### src/rtl/if_fetch_stage_pkg.sv
// Shared constants and types for the instruction-fetch stage.
package if_fetch_stage_pkg;

    // Instruction word presented downstream when nothing is buffered.
    localparam int NOP_INSTR      = 0;
    // Byte distance between consecutive instruction words.
    localparam int PC_INC         = 4;
    // Default instruction buffer depth (power of 2, at least 3).
    localparam int DEF_FIFO_DEPTH = 4;

    typedef enum logic {
        ST_RUN   = 1'b0,
        ST_FLUSH = 1'b1
    } fetch_state_e;

endpackage

### src/rtl/if_fetch_stage_fetch_fifo.sv
// Synchronous instruction buffer of {pc, instr} pairs.
// Clear beats push and pop; a push into a full buffer is ignored unless a pop
// frees a slot in the same cycle.
module fetch_fifo #(
    parameter  int WIDTH = 32,
    parameter  int DEPTH = 4,
    localparam int AW    = $clog2(DEPTH),
    localparam int CW    = $clog2(DEPTH + 1)
) (
    input  logic             clk,
    input  logic             rst_n,
    input  logic             clear_i,
    input  logic             push_i,
    input  logic             pop_i,
    input  logic [WIDTH-1:0] push_pc_i,
    input  logic [WIDTH-1:0] push_instr_i,
    output logic [WIDTH-1:0] head_pc_o,
    output logic [WIDTH-1:0] head_instr_o,
    output logic [CW-1:0]    count_o,
    output logic             empty_o
);

    logic [WIDTH-1:0] pc_mem_q    [DEPTH];
    logic [WIDTH-1:0] instr_mem_q [DEPTH];
    logic [AW-1:0]    wr_ptr_q;
    logic [AW-1:0]    rd_ptr_q;
    logic [CW-1:0]    count_q;
    logic             do_push;
    logic             do_pop;

    // Qualify push/pop against clear and occupancy.
    always_comb begin
        do_pop  = pop_i & ~clear_i & (count_q != '0);
        do_push = push_i & ~clear_i & ((count_q != CW'(DEPTH)) | do_pop);
    end

    // Pointer and occupancy tracking.
    always_ff @(posedge clk) begin
        if (!rst_n) begin
            wr_ptr_q <= '0;
            rd_ptr_q <= '0;
            count_q  <= '0;
        end else if (clear_i) begin
            wr_ptr_q <= '0;
            rd_ptr_q <= '0;
            count_q  <= '0;
        end else begin
            if (do_push) begin
                wr_ptr_q <= wr_ptr_q + AW'(1);
            end
            if (do_pop) begin
                rd_ptr_q <= rd_ptr_q + AW'(1);
            end
            case ({do_push, do_pop})
                2'b10:   count_q <= count_q + CW'(1);
                2'b01:   count_q <= count_q - CW'(1);
                default: count_q <= count_q;
            endcase
        end
    end

    // Storage write; contents need no reset because occupancy gates reads.
    always_ff @(posedge clk) begin
        if (do_push) begin
            pc_mem_q[wr_ptr_q]    <= push_pc_i;
            instr_mem_q[wr_ptr_q] <= push_instr_i;
        end
    end

    assign head_pc_o    = pc_mem_q[rd_ptr_q];
    assign head_instr_o = instr_mem_q[rd_ptr_q];
    assign count_o      = count_q;
    assign empty_o      = (count_q == '0);

endmodule

### src/rtl/if_fetch_stage.sv
// Instruction-fetch stage: owns the fetch PC, issues in-order requests over
// req/gnt/rvalid, buffers responses and hands the head to the IF/ID register.
//
// state    | meaning
// ---------+-------------------------------------------------------------
// ST_RUN   | issuing requests, responses are pushed into the buffer
// ST_FLUSH | after a redirect: no requests, stale responses are dropped
//
// In ST_FLUSH every outstanding response is stale, so outstanding == discard;
// in ST_RUN discard is 0. Because the FSM only returns to ST_RUN with nothing
// in flight, requests since then are address-contiguous and the PC of the
// oldest outstanding response is fetch_pc - 4 * outstanding.
module if_fetch_stage
    import if_fetch_stage_pkg::*;
#(
    parameter int                 WIDTH_I    = 32,
    parameter logic [WIDTH_I-1:0] RESET_PC   = '0,
    parameter int                 FIFO_DEPTH = DEF_FIFO_DEPTH
) (
    input  logic               clk,
    input  logic               rst_n,
    input  logic               stall_ctrl,
    input  logic               redirect_valid,
    input  logic [WIDTH_I-1:0] redirect_pc,
    output logic               imem_req,
    output logic [WIDTH_I-1:0] imem_addr,
    input  logic               imem_gnt,
    input  logic               imem_rvalid,
    input  logic [WIDTH_I-1:0] imem_rdata,
    output logic [WIDTH_I-1:0] pc_next,
    output logic [WIDTH_I-1:0] memi_out
);

    localparam int CW = $clog2(FIFO_DEPTH + 1);

    fetch_state_e       state_q, state_d;
    logic [WIDTH_I-1:0] fetch_pc_q, fetch_pc_d;
    logic [CW-1:0]      outst_q, outst_d;
    logic [CW-1:0]      discard_q, discard_d;

    logic               fifo_push;
    logic               fifo_pop;
    logic               fifo_clear;
    logic [WIDTH_I-1:0] fifo_head_pc;
    logic [WIDTH_I-1:0] fifo_head_instr;
    logic [CW-1:0]      fifo_count;
    logic               fifo_empty;

    logic [CW:0]        inflight;
    logic               credit_ok;
    logic               grant;
    logic [CW-1:0]      rem_out;
    logic [WIDTH_I-1:0] resp_pc;
    logic [WIDTH_I-1:0] redirect_tgt;

    // Low address bits of the redirect target are forced to zero.
    logic               unused_rpc_lsb;
    assign unused_rpc_lsb = ^redirect_pc[1:0];
    assign redirect_tgt   = {redirect_pc[WIDTH_I-1:2], 2'b00};

    // Request issue: bounded by buffer credit, withdrawn only by a redirect.
    always_comb begin
        inflight  = (CW + 1)'(outst_q) + (CW + 1)'(fifo_count);
        credit_ok = (inflight < (CW + 1)'(FIFO_DEPTH));
        imem_req  = rst_n & (state_q == ST_RUN) & ~redirect_valid & credit_ok;
        imem_addr = fetch_pc_q;
        grant     = imem_req & imem_gnt;
    end

    // Responses still expected after this cycle, and the PC of the one arriving now.
    always_comb begin
        rem_out = outst_q;
        if (imem_rvalid && (outst_q != '0)) begin
            rem_out = outst_q - CW'(1);
        end
        resp_pc = fetch_pc_q - (WIDTH_I'(outst_q) * WIDTH_I'(PC_INC));
    end

    // Next-state logic for the FSM, fetch PC, counters and buffer control.
    always_comb begin
        state_d    = state_q;
        fetch_pc_d = fetch_pc_q;
        outst_d    = outst_q;
        discard_d  = discard_q;
        fifo_push  = 1'b0;
        fifo_clear = 1'b0;
        fifo_pop   = ~fifo_empty & ~stall_ctrl & ~redirect_valid;

        if (redirect_valid) begin
            // Everything still in flight belongs to the old path.
            fifo_clear = 1'b1;
            fetch_pc_d = redirect_tgt;
            outst_d    = rem_out;
            discard_d  = rem_out;
            state_d    = (rem_out != '0) ? ST_FLUSH : ST_RUN;
        end else begin
            case (state_q)
                ST_RUN: begin
                    if (grant) begin
                        fetch_pc_d = fetch_pc_q + WIDTH_I'(PC_INC);
                    end
                    fifo_push = imem_rvalid;
                    case ({grant, imem_rvalid})
                        2'b10:   outst_d = outst_q + CW'(1);
                        2'b01:   outst_d = rem_out;
                        default: outst_d = outst_q;
                    endcase
                end
                ST_FLUSH: begin
                    if (imem_rvalid) begin
                        outst_d = rem_out;
                        if (discard_q != '0) begin
                            discard_d = discard_q - CW'(1);
                        end
                        if (discard_q <= CW'(1)) begin
                            state_d = ST_RUN;
                        end
                    end
                end
                default: state_d = ST_RUN;
            endcase
        end
    end

    // State registers.
    always_ff @(posedge clk) begin
        if (!rst_n) begin
            state_q    <= ST_RUN;
            fetch_pc_q <= RESET_PC;
            outst_q    <= '0;
            discard_q  <= '0;
        end else begin
            state_q    <= state_d;
            fetch_pc_q <= fetch_pc_d;
            outst_q    <= outst_d;
            discard_q  <= discard_d;
        end
    end

    fetch_fifo #(
        .WIDTH (WIDTH_I),
        .DEPTH (FIFO_DEPTH)
    ) u_fifo (
        .clk          (clk),
        .rst_n        (rst_n),
        .clear_i      (fifo_clear),
        .push_i       (fifo_push),
        .pop_i        (fifo_pop),
        .push_pc_i    (resp_pc),
        .push_instr_i (imem_rdata),
        .head_pc_o    (fifo_head_pc),
        .head_instr_o (fifo_head_instr),
        .count_o      (fifo_count),
        .empty_o      (fifo_empty)
    );

    // Downstream view of the buffer head; NOP and PC 0 when empty.
    always_comb begin
        if (fifo_empty) begin
            pc_next  = '0;
            memi_out = WIDTH_I'(NOP_INSTR);
        end else begin
            pc_next  = fifo_head_pc + WIDTH_I'(PC_INC);
            memi_out = fifo_head_instr;
        end
    end

endmodule

### config.mk
export PLATFORM = sky130hd
export DESIGN_NAME = if_fetch_stage
export DESIGN_NICKNAME = d
export VERILOG_FILES = /design/src/rtl/if_fetch_stage_pkg.sv /design/src/rtl/if_fetch_stage_fetch_fifo.sv /design/src/rtl/if_fetch_stage.sv
export SDC_FILE = /design/constraint.sdc
export NUM_CORES = 1
export LEC_CHECK = 0
export CAP_MARGIN = 25
export CORE_ASPECT_RATIO = 0.6
export CORE_MARGIN = 3
export CORE_UTILIZATION = 40
export CTS_CLUSTER_SIZE = 14
export DETAILED_ROUTE_END_ITERATION = 8
export PLACE_DENSITY = 0.66
export SYNTH_ARGS = -nofsm -noshare
export SYNTH_HDL_FRONTEND = slang
export SYNTH_HIERARCHICAL = 1
export SYNTH_SLANG_ARGS = --single-unit
### constraint.sdc
create_clock -name clk -period 3.8 [get_ports clk]
set_input_delay 0.76 -clock clk [delete_from_list [all_inputs] [get_ports clk]]
set_output_delay 0.76 -clock clk [all_outputs]
set_load 0.01 [all_outputs]
==> results of run 1 <==
synthesized netlist by cell type, types with 2 or more instances:
| library cell | count | share of area |
|---|---|---|
| nand4_1 | 16 | 0.0073 |
| inv_1 | 24 | 0.0066 |
| nor4_1 | 14 | 0.0064 |
| and3_1 | 11 | 0.0050 |
| nor2_1 | 65 | 0.018 |
| a311o_1 | 2 | 0.0015 |
| or3_1 | 8 | 0.0037 |
| xor2_1 | 28 | 0.018 |
| o211ai_1 | 2 | 0.0011 |
| and2_1 | 6 | 0.0027 |
| nand2b_1 | 6 | 0.0027 |
| a22oi_1 | 3 | 0.0016 |
| edfxtp_1 | 256 | 0.56 |
| ha_1 | 17 | 0.016 |
| mux4_2 | 64 | 0.11 |
| nand2_1 | 38 | 0.010 |
| a31oi_1 | 6 | 0.0027 |
| dfxtp_1 | 46 | 0.067 |
| nor3_2 | 5 | 0.0037 |
| a211oi_1 | 6 | 0.0033 |
| clkbuf_1 | 32 | 0.0088 |
| buf_2 | 18 | 0.0066 |
| buf_4 | 6 | 0.0033 |
| nand3_1 | 33 | 0.012 |
| mux2i_1 | 6 | 0.0044 |
| o21ai_0 | 27 | 0.0099 |
| xnor2_1 | 46 | 0.029 |
| nor2b_1 | 39 | 0.018 |
| nor4b_1 | 4 | 0.0026 |
| nor4_2 | 3 | 0.0027 |
| and4_1 | 6 | 0.0038 |
| o211ai_2 | 2 | 0.0018 |
| a311oi_1 | 3 | 0.0019 |
| or4_1 | 6 | 0.0033 |
| nand4_2 | 4 | 0.0037 |
| nand3b_1 | 2 | 0.0011 |
| o41ai_1 | 2 | 0.0013 |
| a21oi_1 | 23 | 0.0084 |
| nor3_1 | 24 | 0.0088 |
| fa_1 | 2 | 0.0029 |
| nor3b_1 | 4 | 0.0022 |
tightest hold or removal path, cell delays in order (launching register included):
cell and delay (ns):
dfxtp_1 0.32, xor2_1 0.07, nor2_1 0.10
stage by stage:
step / power [mW] / std cells
2_1_floorplan: 4.44 / 954
3_3_place_gp: 4.79 / 1547
3_5_place_dp: 4.81 / 1547
4_1_cts: 7.68 / 1616
5_1_grt: 7.95 / 1623
6_report: 7.62 / 1623
flip-flops by register name (all words and copies together) (netlist names), named ones only:
signal and count:
discard_q 3, u_fifo/wr_ptr_q 2, state_q 1, u_fifo/instr_mem_q 128, outst_q 3, u_fifo/pc_mem_q 128, u_fifo/count_o 3, u_fifo/rd_ptr_q 2
imem_addr 30
per-layer routing:
layer  vias up  global-route usage  wire length [µm]
li1       4021                   -                 -
met1      4404               0.280             15800
met2       261               0.280             15000
met3        34              0.0356              2100
met4         0              0.0256               427
met5         -                   0                 0
cells by family (layout without fill, tap and decap cells):
| logic type | after synthesis | count (layout) | synth area share |
|---|---|---|---|
| mux | 71 | 71 | 0.110 |
| compound gates | 91 | 91 | 0.0443 |
| flops | 302 | 302 | 0.628 |
| xor+xnor | 74 | 74 | 0.0473 |
| buf+inv | 84 | 303 | 0.0264 |
| fa+ha+maj | 19 | 19 | 0.0184 |
| simple gates | 303 | 303 | 0.125 |
| other cells | 1 | 10 | 0.000273 |
power by group through the flow:
stage	combinational (mW)	clock (mW)	sequential [mW]
2_1_floorplan	0.551	0	3.89
5_1_grt	1.02	3.07	3.86
6_report	0.917	2.85	3.85
4_1_cts	0.904	2.92	3.85
3_5_place_dp	0.885	0	3.92
3_3_place_gp	0.870	0	3.92
timing repair:
| action | CTS | global route |
|---|---|---|
| pin swaps | 17 | 7 |
| cloned | 1 | 0 |
| hold buffers | 0 | 0 |
| buffers inserted | 17 | 7 |
| setup endpoints to repair | 25 | 21 |
| gates resized for setup | 83 | 18 |
final timing paths:
path	start	to	slack, ns	cells after the start
setup / recovery	flip-flop	pc_next[29]	0.008	10
hold / removal	u_fifo/rd_ptr_q[1]	flip-flop	0.52	2
setup reg to reg	u_fifo/count_o[0]	u_fifo/count_o[2]	0.74	10
hold reg to reg	u_fifo/rd_ptr_q[1]	flip-flop	0.52	2
cell type report:
class / count / area (µm²) / share of cell area
clock buffer: 39 / 793 / 0.0457
timing repair buffer: 226 / 2210 / 0.127
clock inverter: 12 / 143 / 0.00822
tap: 450 / 563 / 0.0324
multi-input combinational: 568 / 4940 / 0.285
inverter: 26 / 97.6 / 0.00562
sequential: 302 / 8610 / 0.496
==> impl_metrics.ini, run 1 <==
[outcome]
status = completed

[timing]
slew_headroom = 0.505
max_slew.worst_pin.slew_ns = 0.737
fin_hold_ws_ns = 0.525
finalCritPeriodShare = 0.998
fmax_mhz = 264
setup_ws_ns = 0.00752
post-route-min-period_ns = 3.79
rsz0062_at_grt = yes
finalSetupViolCount = 0
slew_viol_final = 0
finClkSkew_ns = 0.0132
tns_ns = 0
hold_viol = 0

[detailed_routing]
vias_per_cell = 5.37
drt-total-wl_um = 33300
via_count = 8720
drt_iter0_drc = 671
dr.pass1.iters = 5
ant_nets = 0
wl_per_cell_um = 20.5
drc = 0

[finish]
nFillCells = 2753
synthToLayoutAreaGrowth_pct = 26.6
final_common_cell = edfxtp_1
fin_area_um2 = 17400
antenna_cells = 0
fin_util = 0.524
drive_gt1_frac = 0.202
final_cell_mix = edfxtp_1, clkdlybuf4s50_1, nor2_1, mux4_2, buf_4
num-nets-final = 1242

[worst_setup_path]
crit_top_cell = buf_12
start_kind = flip-flop
slowest_delay_ns = 0.54
critical_path.endpoint_type = primary output
worstPathBufferInverterCount = 4
cp_max_fo = 15
cp_cell_sequence = buf_12, buf_12, mux4_2, nand2_1, or4_4, buf_6, nor4_4, xnor2_1, nor2_1, buf_2
cp_slowest_cell = or4_4
crit_arrival_ns = 3.03
cp_top_family = simple AND/OR/NAND/NOR gates
cp.required_ns = 3.04
path_class = flip-flop to primary output

[synthesis]
yosys_warnings = 6
ys_seq_area_frac = 0.628
syn_area_per_cell_um2 = 14.5
syn-instance-count = 945
synthDistinctLibCells = 71
synth_area_um2 = 13700
yosys_most_used_dff = edfxtp_1
postSynth.asyncResetShare = 0
synth-seq-cells = 302
synth_edf_count = 256

[clocking]
clk_latency_ns = 0.55
ctsHtreeMaxLevel = 1
cts_tree = built
clock_sinks = 302
root_buffer = clkbuf_16
cts_made_buffers = 29
clk_transition_reported_paths_ns = 0.07
cts_max_path_buffers = 3

[floorplan]
core-area_um2 = 33100
initial_core_util = 0.414
rows = 51
dieArea_um2 = 36600
die_h_um = 149
io_pins = 167
fp.dieW_um = 245

[global_route]
overflow = 0
grt.total_usage = 0.183
grt_max_degree = 69
antenna_found_initial = 0
grt_pass1_wl_um = 52400
grt_pass1_vias = 8988

[pwr]
p_int_mw = 5.81
p_switching_mw = 1.81
seqPwrFrac = 0.506
p_sw_frac = 0.237
pwr-share-comb = 0.120
ir_worst_vdd_v = 0.000302
p_leak_nw = 5.75
p_per_area_nw_per_um2 = 439
p_clk_frac = 0.374

[placed_design]
gp_congestion = 0.854
dpl.hpwl_um = 22200
port_buffers = 162
pre_cts_ws_ns = 0.0638
dpl_cell_area_um2 = 16100

[hold_path]
min_path_type = flip-flop to flip-flop

[run]
cap_violations = 0
No activity file was read; power rests on OpenSTA's default activity.
==> run 2, diff against run 1 <==
--- a/config.mk
+++ b/config.mk
@@ -11,7 +11,9 @@
 export CORE_UTILIZATION = 40
 export CTS_CLUSTER_SIZE = 14
 export DETAILED_ROUTE_END_ITERATION = 8
+export GPL_ROUTABILITY_DRIVEN = 0
 export PLACE_DENSITY = 0.66
+export SETUP_SLACK_MARGIN = 0.4
 export SYNTH_ARGS = -nofsm -noshare
 export SYNTH_HDL_FRONTEND = slang
 export SYNTH_HIERARCHICAL = 1
==> run 2 against run 1 <==
Power is 0.72% lower. Non-clock buffer count is 20 higher. Clock-buffer cell count is 2 lower. Via count is 1.1% higher. Setup slack better by 0.031 ns. Hold slack better by 0.0031 ns. Maximum frequency is 0.82% higher. Flip-flop and latch count stayed put. Wire length is 2.4% higher. Combinational power is 2.7% higher. Sequential share of layout area is 1.2 points lower. Critical path type unchanged.
==> impl_metrics.ini, run 2 (synthesis results as in run 1) <==
[global_route]
grt_max_degree = 69
antenna_found_initial = 0
overflow = 0
grt_pass1_wl_um = 53000
grt.total_usage = 0.188
grt_pass1_vias = 8844

[timing]
finalSetupViolCount = 0
finClkSkew_ns = 0.0166
rsz0062_at_grt = yes
slew_headroom = 0.490
fin_hold_ws_ns = 0.528
slew_viol_final = 0
max_slew.worst_pin.slew_ns = 0.757
hold_viol = 0
fmax_mhz = 266
finalCritPeriodShare = 0.990
post-route-min-period_ns = 3.76
setup_ws_ns = 0.0382

[placed_design]
dpl_cell_area_um2 = 16100
pre_cts_ws_ns = 0.141
port_buffers = 162
dpl.hpwl_um = 21900

[pwr]
p_per_area_nw_per_um2 = 425
ir_worst_vdd_v = 0.000322
p_total_mw = 7.56
p_leak_nw = 6.17

[clocking]
ctsHtreeMaxLevel = 1
ctsHoldBuffers = 0
cts_max_path_buffers = 3
clock_sinks = 302
root_buffer = clkbuf_16
clk_transition_reported_paths_ns = 0.06
cts_made_buffers = 30
clk_latency_ns = 0.56
cts_tree = built

[detailed_routing]
via_count = 8819
vias_per_cell = 5.36
wl_per_cell_um = 20.7
dr.pass1.iters = 5
drt-total-wl_um = 34100
ant_nets = 0
drc = 0
drt_iter0_drc = 734

[worst_setup_path]
start_kind = flip-flop
cp_max_fo = 7
path_class = flip-flop to primary output
crit_arrival_ns = 3.00
critical_path.endpoint_type = primary output
cp.required_ns = 3.04

[hold_path]
min_path_type = flip-flop to flip-flop

[outcome]
status = completed

[floorplan]
die_h_um = 149
core-area_um2 = 33100
initial_core_util = 0.414
dieArea_um2 = 36600
fp.dieW_um = 245
rows = 51
io_pins = 167

[finish]
antenna_cells = 0
fin_area_um2 = 17800
final_cell_mix = edfxtp_1, clkdlybuf4s50_1, mux4_2
drive_gt1_frac = 0.240
synthToLayoutAreaGrowth_pct = 29.8
num-nets-final = 1263
final_common_cell = edfxtp_1

[run]
cap_violations = 0
run 2: cell types whose count changed in the layout (fill, tap and decap cells not counted), sizes merged, moves of 3 or more:
cell / previous run / this run
dlygate4sd2: 7 / 3
buf: 73 / 101
clkinv: 7 / 14
clkbuf: 45 / 42
dlymetal6s2s: 0 / 10
clkdlybuf4s50: 139 / 123
run 2: layout make-up:
| cell class | instances | area (µm²) |
|---|---|---|
| clock inverter | 17 | 114 |
| multi-input combinational | 568 | 5090 |
| fill | 2716 | 15300 |
| timing repair buffer | 246 | 2520 |
| clock buffer | 37 | 798 |
| inverter | 26 | 97.6 |
| sequential | 302 | 8620 |
| tap | 450 | 563 |
run 2: per-layer routing:
layer	vias up	GRT usage	share of wire
li1	4073	-	-
met1	4408	0.293	0.48
met2	304	0.276	0.44
met3	34	0.0356	0.067
met4	0	0.0336	0.014
met5	-	0	0
run 2: worst max-delay path, stage by stage, from the launching register on:
cell and delay (ns):
dfxtp_4 0.38, buf_12 0.15, mux4_2 0.37, nand4_1 0.19
or4_4 0.59, buf_6 0.15, nor4_4 0.24, xnor2_1 0.17
nor2_1 0.06, buf_2 0.15
run 2: power breakdown:
group | total (mW) | leakage (nW) | internal [mW] | switching, mW
logic | 0.942 | 3.02 | 0.410 | 0.533
clock network | 2.77 | 0.443 | 1.55 | 1.22
registers | 3.85 | 2.71 | 3.75 | 0.0961
total | 7.56 | 6.17 | 5.72 | 1.85
run 2: stage by stage:
| stage | utilization | std cells | TNS [ns] |
|---|---|---|---|
| 5_1_grt | 0.537 | 1646 | -0.159 |
| 6_report | 0.537 | 1646 | 0 |
| 4_1_cts | 0.529 | 1629 | 0 |
| 2_1_floorplan | - | 954 | 0 |
| 3_3_place_gp | 0.485 | 1541 | 0 |
| 3_5_place_dp | 0.485 | 1541 | 0 |
run 2: what timing repair did:
item | 4_1_cts | 5_1_grt
endpoints found under the setup margin | 58 | 54
resized for setup | 153 | 44
pin swaps | 27 | 20
setup buffers | 29 | 16
cloned | 5 | 1
run 2: worst paths after layout:
kind                              to  slack, ns  cells after the start                from
setup reg to reg   u_fifo/count_o[2]       0.79                     10   u_fifo/count_o[0]
hold reg to reg   u_fifo/rd_ptr_q[1]       0.53                      2  u_fifo/rd_ptr_q[1]
hold / removal    u_fifo/rd_ptr_q[1]       0.53                      2  u_fifo/rd_ptr_q[1]
setup / recovery         pc_next[29]       0.04                      9           flip-flop
